File: src/rtl/jtframe_snd_interp.sv
// Sound bridge into the clk_dac domain: captures toggle-flagged stereo samples, measures the
// sample period in DAC enable ticks and ramps linearly between consecutive samples.
module jtframe_snd_interp #(
  parameter logic SIGNED_SND = 1'b0,
  parameter int   PER_W      = 10,
  parameter int   MIN_PER    = 8
) (
  input  logic             rst,
  input  logic             clk_dac,
  input  logic [15:0]      snd_left,
  input  logic [15:0]      snd_right,
  input  logic             snd_tgl,
  output logic             cen_dac,
  output logic [19:0]      pcm_left,
  output logic [19:0]      pcm_right,
  output logic [PER_W-1:0] period,
  output logic             overrun
);
  typedef enum logic [1:0] {IDLE, DIV, RUN} state_t;

  localparam logic [PER_W-1:0] ONE   = PER_W'(1);
  localparam logic [PER_W-1:0] MIN_P = PER_W'(MIN_PER);

  state_t              state;
  logic [1:0]          cnt;
  logic                sync1, sync2, hist, ev;
  logic [PER_W-1:0]    tick_cnt, step_cnt, meas, new_per;
  logic [4:0]          div_cnt;
  logic signed [15:0]  x_l, x_r, cur_l, cur_r;
  logic signed [16:0]  d_l, d_r;
  logic [15:0]         mag_l, mag_r;
  logic signed [23:0]  acc_l, acc_r, step_l, step_r;
  logic [23:0]         num_l, num_r, quo_l, quo_r;
  logic [PER_W-1:0]    rem_l, rem_r;
  logic                neg_l, neg_r;
  logic [PER_W+23:0]   it_l, it_r;

  // One restoring-division step: returns {remainder, quotient} after shifting in num_msb.
  function automatic logic [PER_W+23:0] div_iter(input logic [PER_W-1:0] rem, input logic num_msb,
                                                 input logic [23:0] quo, input logic [PER_W-1:0] dv);
    logic [PER_W+1:0] trial;
    trial = {1'b0, rem, num_msb} - {2'b00, dv};
    if (trial[PER_W+1]) div_iter = {rem[PER_W-2:0], num_msb, quo[22:0], 1'b0};
    else                div_iter = {trial[PER_W-1:0], quo[22:0], 1'b1};
  endfunction

  assign cen_dac = (cnt == 2'd3);
  assign ev      = sync2 ^ hist;
  assign x_l     = SIGNED_SND ? snd_left  : (snd_left  ^ 16'h8000);
  assign x_r     = SIGNED_SND ? snd_right : (snd_right ^ 16'h8000);
  assign d_l     = {x_l[15], x_l} - {cur_l[15], cur_l};
  assign d_r     = {x_r[15], x_r} - {cur_r[15], cur_r};
  assign mag_l   = d_l[16] ? 16'(-d_l) : d_l[15:0];
  assign mag_r   = d_r[16] ? 16'(-d_r) : d_r[15:0];

  // A tick landing in the same cycle as ev still belongs to the period being closed.
  always_comb begin
    meas = tick_cnt;
    if (cen_dac && tick_cnt != '1) meas = tick_cnt + ONE;
    new_per = (meas == '0) ? ONE : meas;
    it_l = div_iter(rem_l, num_l[23], quo_l, period);
    it_r = div_iter(rem_r, num_r[23], quo_r, period);
  end

  always_ff @(posedge clk_dac or posedge rst) begin
    if (rst) begin
      state     <= IDLE;
      cnt       <= 2'd0;
      sync1     <= 1'b0;
      sync2     <= 1'b0;
      hist      <= 1'b0;
      tick_cnt  <= '0;
      step_cnt  <= '0;
      period    <= '0;
      div_cnt   <= 5'd0;
      cur_l     <= '0;
      cur_r     <= '0;
      acc_l     <= '0;
      acc_r     <= '0;
      step_l    <= '0;
      step_r    <= '0;
      num_l     <= '0;
      num_r     <= '0;
      quo_l     <= '0;
      quo_r     <= '0;
      rem_l     <= '0;
      rem_r     <= '0;
      neg_l     <= 1'b0;
      neg_r     <= 1'b0;
      overrun   <= 1'b0;
      pcm_left  <= 20'h40000;
      pcm_right <= 20'h40000;
    end else begin
      cnt       <= cnt + 2'd1;
      sync1     <= snd_tgl;
      sync2     <= sync1;
      hist      <= sync2;
      overrun   <= ev && (state == DIV);
      pcm_left  <= {1'b0, acc_l[23:8] ^ 16'h8000, 3'b000};
      pcm_right <= {1'b0, acc_r[23:8] ^ 16'h8000, 3'b000};
      if (ev) begin
        cur_l    <= x_l;
        cur_r    <= x_r;
        period   <= new_per;
        tick_cnt <= '0;
        if (new_per < MIN_P) begin
          acc_l <= {x_l, 8'h00};
          acc_r <= {x_r, 8'h00};
          state <= IDLE;
        end else begin
          // The outgoing cur becomes prev: the ramp starts where the last one was heading.
          acc_l    <= {cur_l, 8'h00};
          acc_r    <= {cur_r, 8'h00};
          step_l   <= '0;
          step_r   <= '0;
          num_l    <= {mag_l, 8'h00};
          num_r    <= {mag_r, 8'h00};
          neg_l    <= d_l[16];
          neg_r    <= d_r[16];
          rem_l    <= '0;
          rem_r    <= '0;
          quo_l    <= '0;
          quo_r    <= '0;
          div_cnt  <= 5'd0;
          step_cnt <= '0;
          state    <= DIV;
        end
      end else begin
        if (cen_dac && tick_cnt != '1) tick_cnt <= tick_cnt + ONE;
        case (state)
          DIV: begin
            rem_l   <= it_l[PER_W+23:24];
            rem_r   <= it_r[PER_W+23:24];
            quo_l   <= it_l[23:0];
            quo_r   <= it_r[23:0];
            num_l   <= num_l << 1;
            num_r   <= num_r << 1;
            div_cnt <= div_cnt + 5'd1;
            if (div_cnt == 5'd23) begin
              step_l   <= neg_l ? (24'd0 - it_l[23:0]) : it_l[23:0];
              step_r   <= neg_r ? (24'd0 - it_r[23:0]) : it_r[23:0];
              step_cnt <= '0;
              state    <= RUN;
            end
          end
          RUN: begin
            if (cen_dac) begin
              step_cnt <= step_cnt + ONE;
              if (step_cnt + ONE == period) begin
                acc_l <= {cur_l, 8'h00};
                acc_r <= {cur_r, 8'h00};
                state <= IDLE;
              end else begin
                acc_l <= acc_l + step_l;
                acc_r <= acc_r + step_r;
              end
            end
          end
          default: ;
        endcase
      end
    end
  end
endmodule
File: config.mk
export PLATFORM = sky130hd
export DESIGN_NAME = jtframe_snd_interp
export DESIGN_NICKNAME = d
export VERILOG_FILES = /design/src/rtl/jtframe_snd_interp.sv
export SDC_FILE = /design/constraint.sdc
export NUM_CORES = 1
export LEC_CHECK = 0
export ABC_CLOCK_PERIOD_IN_PS = 26500
export BUFFER_PORTS_ARGS = -buffer_cell sky130_fd_sc_hd__buf_2
export CELL_PAD_IN_SITES_DETAIL_PLACEMENT = 1
export CELL_PAD_IN_SITES_GLOBAL_PLACEMENT = 1
export CORE_MARGIN = 1
export CORE_UTILIZATION = 50
export CTS_BUF_LIST = sky130_fd_sc_hd__clkbuf_4 sky130_fd_sc_hd__clkbuf_8 sky130_fd_sc_hd__clkbuf_16
export DETAILED_ROUTE_END_ITERATION = 7
export PLACE_DENSITY = 0.94
export SLEW_MARGIN = 20
export SYNTH_ARGS = -nofsm -noshare
export SYNTH_HDL_FRONTEND = slang
export SYNTH_SLANG_ARGS = --single-unit
File: constraint.sdc
create_clock -name clk_dac -period 26.5 [get_ports clk_dac]
set_input_delay 7.95 -clock clk_dac [delete_from_list [all_inputs] [get_ports clk_dac]]
set_output_delay 7.95 -clock clk_dac [all_outputs]
set_load 0.01 [all_outputs]
# After elaboration in Yosys (flattened, before gate mapping)
# Cells that the tools add are included.
# classes
n_addsub	14
magnitude_cmp	1
n_eq_ne	10
muxes	54
bitwise_logic	6
reduce_logical	14
# op_table
cell	count
2-to-1 mux 24 bit	25
2-to-1 mux 10 bit	11
2-to-1 mux 23 bit	4
2-to-1 mux 34 bit	2
adder 24 bit	2
subtractor 1 x 24 -> 24 bit, first input constant	2
subtractor 16 x 16 -> 17 bit	2
2-to-1 mux 16 bit	2
negation 16 bit	2
subtractor 11 x 10 -> 12 bit	2
adder 10 x 1 -> 10 bit, second input constant	2
case mux 10 bit (2 select lines)	1
2-to-1 mux 5 bit	3
== test 10 bit	1
zero test 10 bit	1
< comparator 10 x 4 -> 1 bit, second input constant	1
!= test 10 bit, second input constant	1
2-to-1 mux 2 bit	4
AND reduction 4 bit	2
nonzero test 2 bit	4
!= test 3 bit, second input constant	2
AND reduction 2 bit	3
adder 5 x 1 -> 5 bit, second input constant	1
== test 5 bit, second input constant	1
other kinds (12)	18
# totals
reg_bits	319
input_bits	35
out_inout_bits	52
word_cells	125

# Longest topological paths before layout
# logic_depth
ltp_word	8
mapped_depth	17
depth_no_buf	15

# Worst setup path after synthesis
# No wires, ideal clock.
# synth_path
kind	input to register
start	input snd_left[0]
end	register num_l[22]
setup_time_ns	0.138
arrival_time_ns	10.427
required_time_ns	26.362
path_slack_ns	15.934
path_stages	13
n_path_buf	0
path_cell_list	inv_1 > ha_1 > inv_1 > fa_1 > a211oi_1 > o21ai_1 > a21oi_2 > a21oi_1 > xor2_1 > or3_4 > o41ai_2 > xnor2_1 > o211ai_1
# synth_between
elab_chain_len	5
# synth_lines
element	line_no	rtl
start, declared	10	input logic [15:0] snd_left,
subtractor 16 x 16 -> 17 bit (*)	51	assign d_l = {x_l[15], x_l} - {cur_l[15], cur_l};
negation 16 bit	53	assign mag_l = d_l[16] ? 16'(-d_l) : d_l[15:0];
2-to-1 mux 16 bit (*)	53	
2-to-1 mux 24 bit (*)	106	if (new_per < MIN_P) begin
2-to-1 mux 24 bit (*)	101	if (ev) begin
end signal, assigned	116	num_l <= {mag_l, 8'h00};
end signal, assigned	136	num_l <= num_l << 1;
end, declared	33	logic [23:0] num_l, num_r, quo_l, quo_r;
# Mark *: on every way between the ends. The rest lies on a longest branch, timed or not. The select of a mux whose other input is x is not followed.
# A chain may end at the register's enable or synchronous reset.

# Worst setup path in the final report
# layout_path
start	input snd_left[0]
end	register num_l[12]
# Same word-level chain as after synthesis.

==> results.md <==
- Inserted Clock Buffers: 35
- Cts hold-fix bufs: 0
- Avg Synthesized Cell Area: 8.88 um^2
- RD Place Congestion: just over 0.9
- Clk sinks: 303
- Grt ovf: 0
- Critical path endpoint category: register
- Fin crit share: 41.8%
- Crit path max-delay cell type: o41ai_2
- Flip-flop and latch count after synthesis: a little over 300
- FILL cells: about 4200
- Critical path origin: snd_left[0]
- GR Util All Layers: 33.7%
- Outcome: completed
- Yosys warning total: 0
- Register-to-register setup slack: ~22 ns
- Critical Path Max Stage Delay: roughly 0.94 ns
- Die Ht: a little under 200 um
- Synth area leader: dfrtp_1
- Reg-to-reg endpoint: acc_l[9]
- Largest net degree at the start of global routing: 122
- Fin nets: ~2300
- Buffers inserted by post-CTS timing repair: 0
- Top post-synthesis cells by count: 301 x dfrtp_1, 297 x nand2_1, 218 x o21ai_0
- PD cells: ~68 nW/um^2
- CTS Buffer Depth: 3
- CP Class: in2reg
- Stages on the worst setup path: 14
- Clk Tree Root Cell: clkbuf_16
- RSZ-0062 raised after global routing: false
- ANT cells: 0
- Post-synth EDFFs: 0
- Setup TNS: 0 ns
- Vias in the first global route: 18521
- Initial drt markers: 1300
- Peak supply drop: slightly above 0.08 mV
- Worst Path Buf+Inv: 3
- Core Area: 36500 um^2
- CTS H-tree lvls: 2
- CTS tree: built
- Final worst slack: about 15 ns
- Avg Vias per Cell: between 6 and 7
- I/O Buffers: 78
- Slew margin rel.: 23.5%
- Slew @ Worst Pin: ~1.1 ns
- Clk_lat worst skew: about 0.53 ns
- # setup viols final: 0
- Worst-path clk slew: around 0.060 ns
- Drt drc: 0
- Drt wl/cell: between 20 and 25 um
- Post-synthesis instance total: roughly 2100
- Asr flop ratio synth: 100%
- Crit path cell chain: buf_2, inv_1, ha_1, inv_1, fa_1, a211oi_1, o21ai_1, nand4_1, nand2_1, o41ai_2, o21ai_0, xnor2_1, mux2i_1, o21ai_0
- Post-synthesis sequential area ratio: just over 40%
- Critical path startpoint category: input pin
- Die X: around 190 um
- Pre-CTS WS: approximately 15 ns
- Cell with the most instances after synthesis: dfrtp_1
- Worst Path Max Fanout: 11
- Fmax: 90.4 MHz
- LEAKAGE: between 9 and 10 nW
- CP top delay family: compound AO/OA/AOI/OAI gates
- Synth area leaders: dfrtp_1 41%, ha_1 7.1%, nand2_1 6.0%, o21ai_0 5.9%, xor2_1 4.0%
- Synth-to-Final Area Change: 11.0%
- Synthesized area: ~19000 um^2
- Power consumption: roughly 0.0014 W
- Fin. Hold Viols: 0
- Initial Utilization: between 50% and 60%
- Depth of the most critical reg-to-reg path: 9
- Arr. time, crit path: around 11 ns
- Worst r2r src: cnt[0]
- Post-route ant nets: 0
- Routed WL: around 63000 um
- Clock skew: approximately 0.018 ns
- Max Slew Vio Count: 0
- Top FF cell, synth: dfrtp_1
- Share of cells above drive strength 1: around a tenth
- Worst setup path endpoint: num_l[12]
- IO Pins: 87
- Via count: 17205
- Post-synth cell types: 90
- Crit path required time: ~27 ns
- Initial antenna violation count: 0
- Hold Path Class: reg2reg
- Max-cap viol count: 0
- Area fraction of the dominant cell type after synthesis: between 40 and 50%
- DR pass1 iterations: 5
- Full die area: 37900 um^2
- Final HPWL DP: a little over 40000 um
- # rows: 70
- Final period demand of the worst path: approximately 11 ns
- CTS resizes: 0
- First-pass GRT wire length: around 100000 um
==> state kept, by name, summed over array words and instances (netlist names), 16 cells and up <==
| name | count |
|---|---|
| acc_l | 24 |
| pcm_right | 16 |
| step_r | 24 |
| step_l | 24 |
| cur_l | 16 |
| quo_l | 23 |
| acc_r | 24 |
| num_l | 16 |
| cur_r | 16 |
| quo_r | 23 |
| pcm_left | 16 |
| num_r | 16 |
==> worst min path at each step <==
stage                     startpoint     to  slack [ns]  cells past startpoint
final                          sync1  sync2        0.35                      0
after detailed placement       sync1  sync2        0.34                      0
after global routing           sync1  sync2        0.37                      0
after CTS                      sync1  sync2        0.35                      0
after global placement         sync1  sync2        0.33                      0
after floorplan                sync1  sync2        0.33                      0
==> stage by stage <==
step | hold WS (ns) | std cells | utilization, % | area, um^2
6_report | 0.354 | 2627 | 56.4 | 20600
5_1_grt | 0.374 | 2627 | 56.4 | 20600
4_1_cts | 0.352 | 2627 | 56.4 | 20600
3_5_place_dp | 0.338 | 2564 | 53.0 | 19400
3_3_place_gp | 0.335 | 2564 | 53.0 | 19400
2_1_floorplan | 0.331 | 2097 | - | 18600
==> where the power goes <==
group	leakage (nW)	internal [W]	total [W]	switching, W
logic	5.25	0.000128	0.000356	0.000228
clock network	0.612	0.000314	0.000522	0.000208
registers	3.80	0.000493	0.000523	0.0000304
total	9.67	0.000935	0.00140	0.000466
==> placed cells by master, fill, tap and decap left out, types with 73 or more instances in the layout <==
cell type,count
inv_1,82
o21ai_0,218
a21oi_1,103
xor2_1,83
buf_2,78
ha_1,106
dfrtp_1,301
xnor2_1,73
nand2_1,295
nor2_1,113
nand3_1,120
==> logic make-up (layout without fill, tap and decap cells) <==
family                   after synthesis  after routing  synth area share (%)
flip-flops                           303            303                  40.9
XOR/XNOR                             160            160                  7.70
AO/OA/AOI/OAI                        617            617                  21.2
other                                  1              8                0.0202
AND/OR/NAND/NOR                      693            693                  17.3
buffers and inverters                182            244                  3.95
adder cells (fa/ha/maj)              112            112                  7.80
multiplexers                          22             22                  1.19
==> worst reg2reg max path, delay by kind of cell, from the launching register on <==
kind | cells | cell delay (ns)
compound gates | 4 | 2.03
mux | 1 | 0.34
simple gates | 3 | 1.33
flops | 1 | 0.36
fa+ha+maj | 1 | 0.37
==> layout make-up <==
class                   count  area, um^2  area share, %
inverters                  83         319           1.55
clock inverters            16         193          0.935
clock buffers              47        1030           5.01
well taps                 468         586           2.84
flip-flops and latches    303        7580           36.8
multi-input cells        1612       10300           50.2
repair buffers             98         541           2.62
==> layer usage <==
layer | global-route usage, % | vias to the layer above | share of wire [%]
li1 | - | 7559 | -
met1 | 39.8 | 8624 | 39
met2 | 58.1 | 774 | 49
met3 | 5.43 | 248 | 6.3
met4 | 19.5 | 0 | 5.8
met5 | 0 | - | 0
Note: power is estimated with default switching activity, not from simulation.
